### src/rtl/eth_f_reset_seq_pkg.sv
// eth_f_reset_seq_pkg: state encoding and reset-vector constants for the reset sequencer
package eth_f_reset_seq_pkg;

    typedef enum logic [2:0] {
        ASSERT    = 3'd0,
        WAIT_LOCK = 3'd1,
        REL_TX    = 3'd2,
        REL_RX    = 3'd3,
        RUN       = 3'd4,
        FAIL      = 3'd5
    } state_t;

    // Reset vectors are ordered {csr, tx, rx}
    localparam logic [2:0] RST_ALL     = 3'b111;
    localparam logic [2:0] RST_RX_ONLY = 3'b001;
    localparam logic [2:0] RST_NONE    = 3'b000;

    function automatic logic [2:0] rst_of(state_t s);
        return s == REL_TX ? RST_RX_ONLY : (s == REL_RX || s == RUN) ? RST_NONE : RST_ALL;
    endfunction

endpackage

### src/rtl/eth_f_altera_std_synchronizer_nocut.sv
// eth_f_altera_std_synchronizer_nocut: multi-flop synchronizer for a single async input
module eth_f_altera_std_synchronizer_nocut #(
    parameter int   DEPTH     = 3,
    parameter logic RST_VALUE = 1'b0
) (
    input  logic clk,
    input  logic reset_n,
    input  logic din,
    output logic dout
);

    logic [DEPTH-1:0] q;

    always_ff @(posedge clk or negedge reset_n) begin
        if (!reset_n) q <= {DEPTH{RST_VALUE}};
        else          q <= {q[DEPTH-2:0], din};
    end

    assign dout = q[DEPTH-1];

endmodule

### src/rtl/eth_f_reset_seq_ctrl.sv
// eth_f_reset_seq_ctrl: staged, handshaked release of the CSR, TX and RX reset domains
module eth_f_reset_seq_ctrl
    import eth_f_reset_seq_pkg::*;
#(
    parameter int HOLD_CYCLES = 16,
    parameter int RDY_TIMEOUT = 1024,
    parameter int MAX_RETRY   = 3
) (
    input  logic       clk,
    input  logic       reset_n,
    input  logic       pll_locked,
    input  logic       tx_ready,
    input  logic       rx_ready,
    input  logic       soft_rst_req,
    output logic       o_csr_rst,
    output logic       o_tx_rst,
    output logic       o_rx_rst,
    output logic       o_ready,
    output logic       o_fail,
    output logic [2:0] o_state,
    output logic [2:0] o_retry_cnt
);

    localparam int CNT_W = $clog2(HOLD_CYCLES > RDY_TIMEOUT ? HOLD_CYCLES : RDY_TIMEOUT) + 1;
    localparam logic [CNT_W-1:0] HOLD_END = CNT_W'(HOLD_CYCLES - 1);
    localparam logic [CNT_W-1:0] RDY_END  = CNT_W'(RDY_TIMEOUT - 1);

    logic [2:0] raw, synced;
    logic lock, tx, rx, soft_q, tmo, restart;
    logic [CNT_W-1:0] cnt;
    logic [2:0] retry, retry_inc;
    state_t state, nxt;

    assign raw = {pll_locked, tx_ready, rx_ready};
    assign {lock, tx, rx} = synced;

    for (genvar i = 0; i < 3; i++) begin : g_sync
        eth_f_altera_std_synchronizer_nocut #(.DEPTH(3), .RST_VALUE(1'b0)) u_sync (
            .clk     (clk),
            .reset_n (reset_n),
            .din     (raw[i]),
            .dout    (synced[i])
        );
    end

    assign retry_inc = retry + 3'd1;

    // Overrides are applied lowest priority first so the later ones win
    always_comb begin
        nxt = state;
        tmo = 1'b0;
        case (state)
            ASSERT:    nxt = cnt == HOLD_END ? WAIT_LOCK : ASSERT;
            WAIT_LOCK: nxt = lock ? REL_TX : WAIT_LOCK;
            REL_TX: begin
                nxt = tx ? REL_RX : REL_TX;
                tmo = !tx && cnt == RDY_END;
            end
            REL_RX: begin
                nxt = rx ? RUN : REL_RX;
                tmo = !rx && cnt == RDY_END;
            end
            RUN:       nxt = lock && tx && rx ? RUN : ASSERT;
            FAIL:      nxt = soft_rst_req && !soft_q ? ASSERT : FAIL;
            default:   nxt = ASSERT;
        endcase
        if (tmo) nxt = retry_inc == 3'(MAX_RETRY) ? FAIL : ASSERT;
        if ((state == REL_TX || state == REL_RX) && !lock) begin
            nxt = ASSERT;
            tmo = 1'b0;
        end
        if (soft_rst_req && state != FAIL) begin
            nxt = ASSERT;
            tmo = 1'b0;
        end
    end

    // A held soft request re-enters ASSERT every cycle, restarting the hold time
    assign restart = nxt != state || (soft_rst_req && state != FAIL);

    always_ff @(posedge clk or negedge reset_n) begin
        if (!reset_n) begin
            state                            <= ASSERT;
            cnt                              <= '0;
            retry                            <= '0;
            soft_q                           <= 1'b0;
            {o_csr_rst, o_tx_rst, o_rx_rst}  <= RST_ALL;
            o_ready                          <= 1'b0;
            o_fail                           <= 1'b0;
        end else begin
            state                            <= nxt;
            soft_q                           <= soft_rst_req;
            cnt                              <= restart ? '0 :
                                                (state inside {ASSERT, REL_TX, REL_RX} && cnt != '1) ? cnt + 1'b1 : cnt;
            retry                            <= tmo ? retry_inc :
                                                ((nxt == RUN && state != RUN) || (state == FAIL && nxt != FAIL)) ? '0 : retry;
            {o_csr_rst, o_tx_rst, o_rx_rst}  <= rst_of(nxt);
            o_ready                          <= nxt == RUN;
            o_fail                           <= nxt == FAIL;
        end
    end

    assign o_state     = state;
    assign o_retry_cnt = retry;

endmodule
### config.mk
export PLATFORM = sky130hd
export DESIGN_NAME = eth_f_reset_seq_ctrl
export DESIGN_NICKNAME = d
export VERILOG_FILES = /design/src/rtl/eth_f_reset_seq_pkg.sv /design/src/rtl/eth_f_altera_std_synchronizer_nocut.sv /design/src/rtl/eth_f_reset_seq_ctrl.sv
export SDC_FILE = /design/constraint.sdc
export NUM_CORES = 1
export LEC_CHECK = 0
export ABC_AREA = 1
export BUFFER_PORTS_ARGS = -buffer_cell sky130_fd_sc_hd__buf_2
export CELL_PAD_IN_SITES_DETAIL_PLACEMENT = 1
export CELL_PAD_IN_SITES_GLOBAL_PLACEMENT = 1
export CORE_ASPECT_RATIO = 0.7
export CORE_MARGIN = 1
export CORE_UTILIZATION = 35
export CTS_BUF_LIST = sky130_fd_sc_hd__clkbuf_8
export DETAILED_ROUTE_END_ITERATION = 16
export HOLD_SLACK_MARGIN = 0.03
export PLACE_DENSITY = 0.76
export SYNTH_ARGS = -nofsm -noshare
export SYNTH_HDL_FRONTEND = slang
export SYNTH_HIERARCHICAL = 1
export SYNTH_SLANG_ARGS = --single-unit
### constraint.sdc
create_clock -name clk -period 1.65 [get_ports clk]
set_input_delay 0.0825 -clock clk [delete_from_list [all_inputs] [get_ports clk]]
set_output_delay 0.0825 -clock clk [all_outputs]
set_load 0.005 [all_outputs]
==> results of run 1 <==
[cell families (layout without fill, tap and decap cells)]
logic type / count (synthesis) / in the layout / synth area share, %
compound gates: 5 / 5 / 1.49
xor+xnor: 8 / 8 / 4.18
fa+ha+maj: 3 / 3 / 2.24
buf+inv: 30 / 102 / 7.70
flops: 31 / 31 / 46.5
simple gates: 116 / 116 / 37.9
[metrics by stage]
stage	hold WS, ns	total power (uW)	instances	setup TNS (ns)
final	0.354	1500	320	-4.43
after global routing	0.360	1560	320	-6.30
after CTS	0.357	1510	314	-2.93
after detailed placement	0.173	893	297	-3.76
after global placement	0.170	886	297	-2.59
after floorplan	-0.213	843	193	-0.580
[timing repair]
item / in CTS / in global routing
gates resized for setup: 6 / 23
setup buffers: 5 / 6
cloned: 0 / 0
setup endpoints to repair: 17 / 20
hold buffers: 5 / 0
hold endpoints to repair: 33 / 0
pin swaps: 1 / 2
[sequential cells by signal, indices dropped and copies added, names as in the netlist]
| signal | flops |
|---|---|
| cnt | 11 |
| g_sync.u_sync/q | 9 |
| o_csr_rst | 1 |
| o_fail | 1 |
| o_ready | 1 |
| o_retry_cnt | 3 |
| o_rx_rst | 1 |
| o_state | 3 |
| soft_q | 1 |
[power by group through the flow]
stage | clock network (uW) | logic [uW] | registers, uW
finish | 604 | 112 | 789
global route | 645 | 122 | 790
CTS | 617 | 101 | 789
detailed placement | 0 | 90.1 | 803
global placement | 0 | 85.7 | 801
floorplan | 0 | 42.4 | 801
[area by class of cell]
type	instances	area (um^2)	area share [%]
clock buffers	6	82.6	3.43
clock inverters	1	5.00	0.208
inverters	27	103	4.26
multi-input cells	132	842	35.0
flip-flops and latches	31	782	32.5
well taps	55	68.8	2.86
repair buffers	68	523	21.7
[per-layer routing]
metal,up-vias,track usage (%)
met5,-,0
li1,749,-
met1,759,27.1
met2,37,31.9
met4,0,7.51
met3,4,4.83
[worst max-delay path by stage]
stage	start	end	slack, ns	depth (start not counted)
after global placement	o_state[0]	cnt[5]	-0.20	14
after global routing	cnt[0]	cnt[5]	-0.44	14
after floorplan	cnt[0]	cnt[0]	-0.06	13
after CTS	cnt[0]	cnt[2]	-0.23	13
final	cnt[0]	cnt[5]	-0.34	14
after detailed placement	o_state[0]	cnt[2]	-0.28	14
[layout by cell type, fill, tap and decap left out, types with 3 or more instances in the layout]
master,netlist,routed
sky130_fd_sc_hd__buf_4,2,41
sky130_fd_sc_hd__nand2_1,33,29
sky130_fd_sc_hd__dfrtp_1,29,26
sky130_fd_sc_hd__inv_1,24,22
sky130_fd_sc_hd__nor2_2,14,17
sky130_fd_sc_hd__buf_2,0,16
sky130_fd_sc_hd__nor2_1,20,14
sky130_fd_sc_hd__nand3_1,16,14
sky130_fd_sc_hd__nand2_2,9,10
sky130_fd_sc_hd__nor2_4,6,9
sky130_fd_sc_hd__nand4_1,8,8
sky130_fd_sc_hd__clkbuf_8,0,6
sky130_fd_sc_hd__dlygate4sd3_1,0,5
sky130_fd_sc_hd__inv_2,2,4
sky130_fd_sc_hd__xnor2_1,4,4
sky130_fd_sc_hd__nand2_4,1,4
sky130_fd_sc_hd__xor2_1,4,4
sky130_fd_sc_hd__buf_6,1,4
sky130_fd_sc_hd__o21ai_0,5,3
sky130_fd_sc_hd__nor3_1,3,3
sky130_fd_sc_hd__dfrtp_2,0,3
==> reports/summary.json, run 1 <==
{
  "outcome": {
    "status": "finished, violations left",
    "failing_checks": "negative setup slack"
  },
  "placed_design": {
    "pre_cts_ws_ns": -0.278,
    "place_area_um2": 2080,
    "gpl.final_weighted_congestion": 0.889,
    "port_buffers": 16,
    "hpwl_mm": 3.30
  },
  "power_and_ir_drop": {
    "power_frac_seq_pct": 52.4,
    "switching_share_pct": 23.0,
    "power_density_nw_per_um2": 625,
    "leakage_uw": 0.00117,
    "p_clk_share_pct": 40.1,
    "peakVddDrop_mv": 0.365,
    "comb_power_share_pct": 7.4,
    "intPower_uw": 1160,
    "power.net_switching_uw": 347
  },
  "hold_path": {
    "hold_path_startpoint": "g_sync[1].u_sync/q[0]",
    "end_point_of_the_worst_hold_path": "g_sync[1].u_sync/q[1]",
    "worst_hold_path_type": "reg -> reg",
    "min_path_cells": 0
  },
  "drt": {
    "top_layer": "met4",
    "wl_per_cell_um": 15.3,
    "final_antenna_net_count": 0,
    "drt_drc_violations_left": 0,
    "met1_length_mm": 2.33,
    "vias_per_cell": 4.84,
    "detail_route.iter0.violations": 87,
    "postRouteWirelength_mm": 4.89,
    "drt_pass1_iterations": 6,
    "met3WireLength_um": 192,
    "met2_length_mm": 2.33,
    "num_vias": 1549
  },
  "timing": {
    "period_needed_ns": 1.99,
    "final_hold_violations": 0,
    "post_route_worst_setup_slack_ns": -0.336,
    "worstMarginPinSlew_ns": 0.688,
    "clock-skew-final_ns": 0.00921,
    "fin_crit_sh_pct": 120,
    "max_clock_freq_ghz": 0.504,
    "final-setup-viol-count": 18,
    "worst_slew_margin_rel_pct": 54.1,
    "rsz0062_at_grt": "yes",
    "timing_max_transition_violations_final": 0
  },
  "setup_path": {
    "startpoint_type": "flop",
    "r2r-end": "cnt[5]",
    "kind_of_end_point_of_the_critical_path": "flop",
    "critical-path-top-delay-family": "simple AND/OR/NAND/NOR gates",
    "buffer_and_inverter_count_on_the_worst_path": 2,
    "worst-path-max-fanout": 10,
    "worst_r2r_start": "cnt[0]",
    "worst-r2r-setup-slack_ns": -0.34,
    "critPathMaxStageDelay_ns": 0.37,
    "critPathArrivalTime_ns": 2.14,
    "crit_slowest_cell": "sky130_fd_sc_hd__dfrtp_1",
    "critical_path.cell_chain": "ha_2 -> nand2_2 -> nor2_4 -> nand2_2 -> nor2_4 -> nand3_2 -> nand2_4 -> buf_12 -> nor2_4 -> nor2_2 -> nor2_2 -> nand2_2 -> buf_12 -> nor2_4",
    "crit_type": "reg -> reg",
    "reg2reg_depth": 14,
    "cp.required_ns": 1.81,
    "crit_path_frequent_cell": "sky130_fd_sc_hd__nor2_4"
  },
  "finish": {
    "finalInstanceArea_um2": 2410,
    "final_core_utilization_pct": 54.0,
    "num_antenna_cells": 0,
    "drive_gt1_share_pct": 48.3,
    "fillers": 548,
    "layout_nets": 274,
    "synthToLayoutAreaGrowth_pct": 43.7
  },
  "floorplan": {
    "design.portCount": 17,
    "num_rows": 20,
    "core_um2": 4450,
    "die_y_um": 59.9,
    "fp.dieArea_um2": 5070,
    "floorplan.initialDensity_pct": 37.6,
    "fp.dieW_um": 84.7
  },
  "global_routing": {
    "grt_pass1_vias": 1568,
    "antenna_found_initial": 0,
    "first_pass_grt_wire_length_mm": 7.42,
    "gr-total-overflow": 0,
    "grt_start_max_net_pins": 32,
    "globalRouteTotalUtil_pct": 20.1
  },
  "cts": {
    "cts_buffer_depth": 2,
    "clock_sinks": 31,
    "worst_skew_pair.late_latency_ns": 0.29,
    "clkSlewWorstSetupHoldPaths_ns": 0.06,
    "cts_tree": "done",
    "htree_num_levels": 2,
    "clock_buffer_count_from_cts": 5,
    "clk_root_buffer_cell": "sky130_fd_sc_hd__clkbuf_8"
  },
  "synth": {
    "ys_async_sr_fraction_pct": 100,
    "synth_top_cell_by_area": "sky130_fd_sc_hd__dfrtp_1",
    "syn-cell-area_um2": 1670,
    "synth_top_cells_by_area": "sky130_fd_sc_hd__dfrtp_1 (43%), sky130_fd_sc_hd__nand2_1 (7.4%), sky130_fd_sc_hd__inv_1 (5.4%), sky130_fd_sc_hd__nor2_2 (5.2%), sky130_fd_sc_hd__nand3_1 (4.8%)",
    "edff_count_synth": 0,
    "syn_avg_cell_area_um2": 8.67,
    "seq_area_frac_synth_pct": 46.5,
    "netlist.area_leader.share_pct": 43.3,
    "synthCells": 193,
    "ys_types": 25,
    "ys.flop_type": "sky130_fd_sc_hd__dfrtp_1",
    "syn_nets": 202,
    "synth_seq_cells": 31,
    "synthMostInstantiatedCell": "sky130_fd_sc_hd__nand2_1",
    "synth_commonest_cells": "sky130_fd_sc_hd__nand2_1 (33), sky130_fd_sc_hd__dfrtp_1 (29), sky130_fd_sc_hd__inv_1 (24)",
    "synth.yosys.warnings": 6
  },
  "job": {
    "maxCapViolCount": 0
  }
}
Note: power is estimated with default switching activity, not from simulation.
==> inputs of run 2 (changes only) <==
--- a/config.mk
+++ b/config.mk
@@ -11,11 +11,11 @@
 export CELL_PAD_IN_SITES_GLOBAL_PLACEMENT = 1
 export CORE_ASPECT_RATIO = 0.7
 export CORE_MARGIN = 1
-export CORE_UTILIZATION = 35
+export CORE_UTILIZATION = 41
 export CTS_BUF_LIST = sky130_fd_sc_hd__clkbuf_8
 export DETAILED_ROUTE_END_ITERATION = 16
 export HOLD_SLACK_MARGIN = 0.03
-export PLACE_DENSITY = 0.76
+export PLACE_DENSITY = 0.86
 export SYNTH_ARGS = -nofsm -noshare
 export SYNTH_HDL_FRONTEND = slang
 export SYNTH_HIERARCHICAL = 1
==> reports/summary.json, run 2 (synthesized netlist as in run 1, its figures left out) <==
{
  "outcome": {
    "status": "finished, violations left",
    "failing_checks": "negative setup slack"
  },
  "timing": {
    "timing_max_transition_violations_final": {"value": 0, "change": "unchanged"},
    "worstMarginPinSlew": {"value": 0.708, "unit": "ns", "change": "+0.0201 ns"},
    "rsz0062_at_grt": "yes",
    "max_clock_freq": {"value": 0.487, "unit": "GHz", "change": "-3.4%"},
    "final_hold_violations": {"value": 0, "change": "unchanged"},
    "clock-skew-final": {"value": 0.00723, "unit": "ns", "change": "-0.00197 ns"},
    "setup-tns-final": {"value": -6.16, "unit": "ns", "change": "-1.73 ns"},
    "post_route_worst_setup_slack": {"value": -0.404, "unit": "ns", "change": "-0.0689 ns"},
    "fin_crit_sh": {"value": 125, "unit": "%", "change": "+4.2 points"},
    "final-setup-viol-count": {"value": 20, "change": "+2"},
    "worst_slew_margin_rel": {"value": 52.8, "unit": "%", "change": "-1.3 points"},
    "period_needed": {"value": 2.05, "unit": "ns", "change": "+0.0689 ns"}
  },
  "global_routing": {
    "globalRouteTotalUtil": {"value": 25.5, "unit": "%", "change": "+5.5 points"},
    "grt_pass1_vias": {"value": 1662, "change": "+6.0%"},
    "grt_start_max_net_pins": {"value": 32, "change": "unchanged"},
    "antenna_found_initial": {"value": 0, "change": "unchanged"},
    "gr-total-overflow": {"value": 0, "change": "unchanged"},
    "first_pass_grt_wire_length": {"value": 8.22, "unit": "mm", "change": "+11%"}
  },
  "finish": {
    "drive_gt1_share": {"value": 47.7, "unit": "%", "change": "-0.57 points"},
    "final_cell_count_no_fill": {"value": 316, "change": "-1.3%"},
    "num_antenna_cells": {"value": 0, "change": "unchanged"},
    "max_reg_flops": {"value": 11, "change": "unchanged"},
    "layout.cells.most_common": "sky130_fd_sc_hd__buf_4",
    "largest-register": "cnt",
    "synthToLayoutAreaGrowth_pct": 42.2,
    "layout_nets": {"value": 273, "change": "-0.36%"},
    "layout.cells.most_common_list": "sky130_fd_sc_hd__buf_4 (41), sky130_fd_sc_hd__nand2_1 (29), sky130_fd_sc_hd__dfrtp_1 (26)",
    "largest_registers": "cnt x11, g_sync.u_sync/q x9"
  },
  "drt": {
    "postRouteWirelength": {"value": 6.08, "unit": "mm", "change": "+24%"},
    "drt_pass1_iterations": {"value": 4, "change": "-2"},
    "met2_length": {"value": 3.11, "unit": "mm", "change": "+34%"},
    "drt_drc_violations_left": {"value": 0, "change": "unchanged"},
    "final_antenna_net_count": {"value": 0, "change": "unchanged"},
    "num_vias": {"value": 1677, "change": "+8.3%"},
    "detail_route.iter0.violations": {"value": 93, "change": "+6.9%"},
    "top_layer": "met4",
    "met1_length": {"value": 2.59, "unit": "mm", "change": "+12%"},
    "vias_per_cell": {"value": 5.31, "change": "+9.6%"},
    "met3WireLength": {"value": 266, "unit": "um", "change": "+39%"},
    "wl_per_cell": {"value": 19.2, "unit": "um", "change": "+26%"}
  },
  "power_and_ir_drop": {
    "leakage": {"value": 0.00117, "unit": "uW", "change": "+0.15%"},
    "comb_power_share": {"value": 7.8, "unit": "%", "change": "+0.4 points"},
    "power.net_switching": {"value": 359, "unit": "uW", "change": "+3.7%"},
    "intPower": {"value": 1160, "unit": "uW", "change": "+0.20%"},
    "power_frac_seq": {"value": 51.9, "unit": "%", "change": "-0.5 points"},
    "power_density": {"value": 638, "unit": "nW/um^2", "change": "+2.1%"},
    "peakVddDrop": {"value": 0.478, "unit": "mV", "change": "+31%"},
    "p_clk_share": {"value": 40.3, "unit": "%", "change": "+0.2 points"},
    "switching_share": {"value": 23.7, "unit": "%", "change": "+0.61 points"}
  },
  "setup_path": {
    "crit_type": "reg -> reg",
    "cp.required": {"value": 1.87, "unit": "ns", "change": "+0.06 ns"},
    "critPathArrivalTime": {"value": 2.27, "unit": "ns", "change": "+0.13 ns"},
    "kind_of_end_point_of_the_critical_path": "flop",
    "worst-path-max-fanout": {"value": 10, "change": "unchanged"},
    "startpoint_type": "flop"
  },
  "floorplan": {
    "die_y": {"value": 55.5, "unit": "um", "change": "-7.4%"},
    "fp.dieW": {"value": 78.4, "unit": "um", "change": "-7.4%"},
    "floorplan.initialDensity": {"value": 42.7, "unit": "%", "change": "+5.1 points"},
    "fp.dieArea": {"value": 4350, "unit": "um^2", "change": "-14%"},
    "num_rows": {"value": 19, "change": "-5.0%"},
    "design.portCount": {"value": 17, "change": "unchanged"},
    "core": {"value": 3920, "unit": "um^2", "change": "-12%"}
  },
  "job": {
    "maxCapViolCount": {"value": 0, "change": "unchanged"}
  },
  "hold_path": {
    "worst_hold_path_type": "reg -> reg"
  },
  "placed_design": {
    "port_buffers": {"value": 16, "change": "unchanged"},
    "hpwl": {"value": 3.55, "unit": "mm", "change": "+7.7%"},
    "gpl.final_weighted_congestion": {"value": 0.901, "change": "+1.4%"},
    "place_inst": {"value": 295, "change": "-0.67%"}
  },
  "cts": {
    "clk_root_buffer_cell": "sky130_fd_sc_hd__clkbuf_8",
    "clock_sinks": {"value": 31, "change": "unchanged"},
    "cts_buffer_depth": {"value": 2, "change": "unchanged"},
    "htree_num_levels": {"value": 2, "change": "unchanged"},
    "clkSlewWorstSetupHoldPaths": {"value": 0.07, "unit": "ns", "change": "about the same"},
    "worst_skew_pair.late_latency": {"value": 0.29, "unit": "ns", "change": "about the same"},
    "cts_tree": "done",
    "clock_buffer_count_from_cts": {"value": 5, "change": "unchanged"}
  }
}
## run 2: layout make-up
| cell class | count | area, um^2 |
|---|---|---|
| Tap cell | 52 | 65.1 |
| Clock buffer | 6 | 82.6 |
| Multi-Input combinational cell | 132 | 828 |
| Clock inverter | 1 | 5.00 |
| Timing Repair Buffer | 67 | 512 |
| Sequential cell | 31 | 782 |
| Fill cell | 465 | 1540 |
| Inverter | 27 | 105 |
## run 2: stage by stage
stage	total power [uW]	hold slack, ns	setup slack (ns)	util (%)	area, um^2
after CTS	1510	0.350	-0.269	58.0	2270
after global placement	885	0.157	-0.218	53.2	2090
after detailed placement	892	0.163	-0.315	53.2	2090
after global routing	1580	0.353	-0.510	60.7	2380
after floorplan	843	-0.213	-0.0583	-	1680
final	1520	0.347	-0.404	60.7	2380
## run 2: worst paths after layout
kind / from / endpoint / slack (ns) / cells after the start
max: o_state[1] / cnt[2] / -0.40 / 12
min: g_sync[0].u_sync/q[0] / g_sync[0].u_sync/q[1] / 0.35 / 0
max reg2reg: o_state[1] / cnt[2] / -0.40 / 12
min reg2reg: g_sync[0].u_sync/q[0] / g_sync[0].u_sync/q[1] / 0.35 / 0
max in group asynchronous: reset_n / o_state[0] / 0.73 / 2
min in group asynchronous: reset_n / o_retry_cnt[2] / 0.42 / 2
## run 2: critical path, stage by stage (launching register included)
cell	delay, ns
sky130_fd_sc_hd__dfrtp_2	0.50
sky130_fd_sc_hd__nand2_1	0.14
sky130_fd_sc_hd__nor2_1	0.20
sky130_fd_sc_hd__nor2_1	0.11
sky130_fd_sc_hd__nor2_4	0.15
sky130_fd_sc_hd__nand3_2	0.10
sky130_fd_sc_hd__nand2_4	0.11
sky130_fd_sc_hd__inv_4	0.05
sky130_fd_sc_hd__nand2_4	0.06
sky130_fd_sc_hd__xor2_1	0.19
sky130_fd_sc_hd__nand2_2	0.11
sky130_fd_sc_hd__buf_12	0.16
sky130_fd_sc_hd__nor2_2	0.09
## run 2: power by group through the flow
| stage | Sequential (uW) | Clock, uW | Combinational [uW] |
|---|---|---|---|
| 4_1_cts | 788 | 618 | 101 |
| 5_1_grt | 790 | 662 | 129 |
| 2_1_floorplan | 801 | 0 | 42.4 |
| 3_5_place_dp | 802 | 0 | 89.5 |
| 3_3_place_gp | 801 | 0 | 84.7 |
| 6_report | 789 | 612 | 118 |
## run 2: per-layer routing
metal / global-route usage [%] / up-vias
met5: 0 / -
met4: 7.94 / 0
met3: 5.95 / 10
met2: 41.5 / 50
met1: 33.9 / 872
li1: - / 745
## run 2: timing repair
| action | CTS | global route |
|---|---|---|
| gates resized for setup | 9 | 16 |
| endpoints found under the setup margin | 18 | 19 |
| hold endpoints to repair | 33 | 0 |
| setup buffers | 3 | 6 |
| pin swaps | 3 | 3 |
| hold buffers | 5 | 0 |
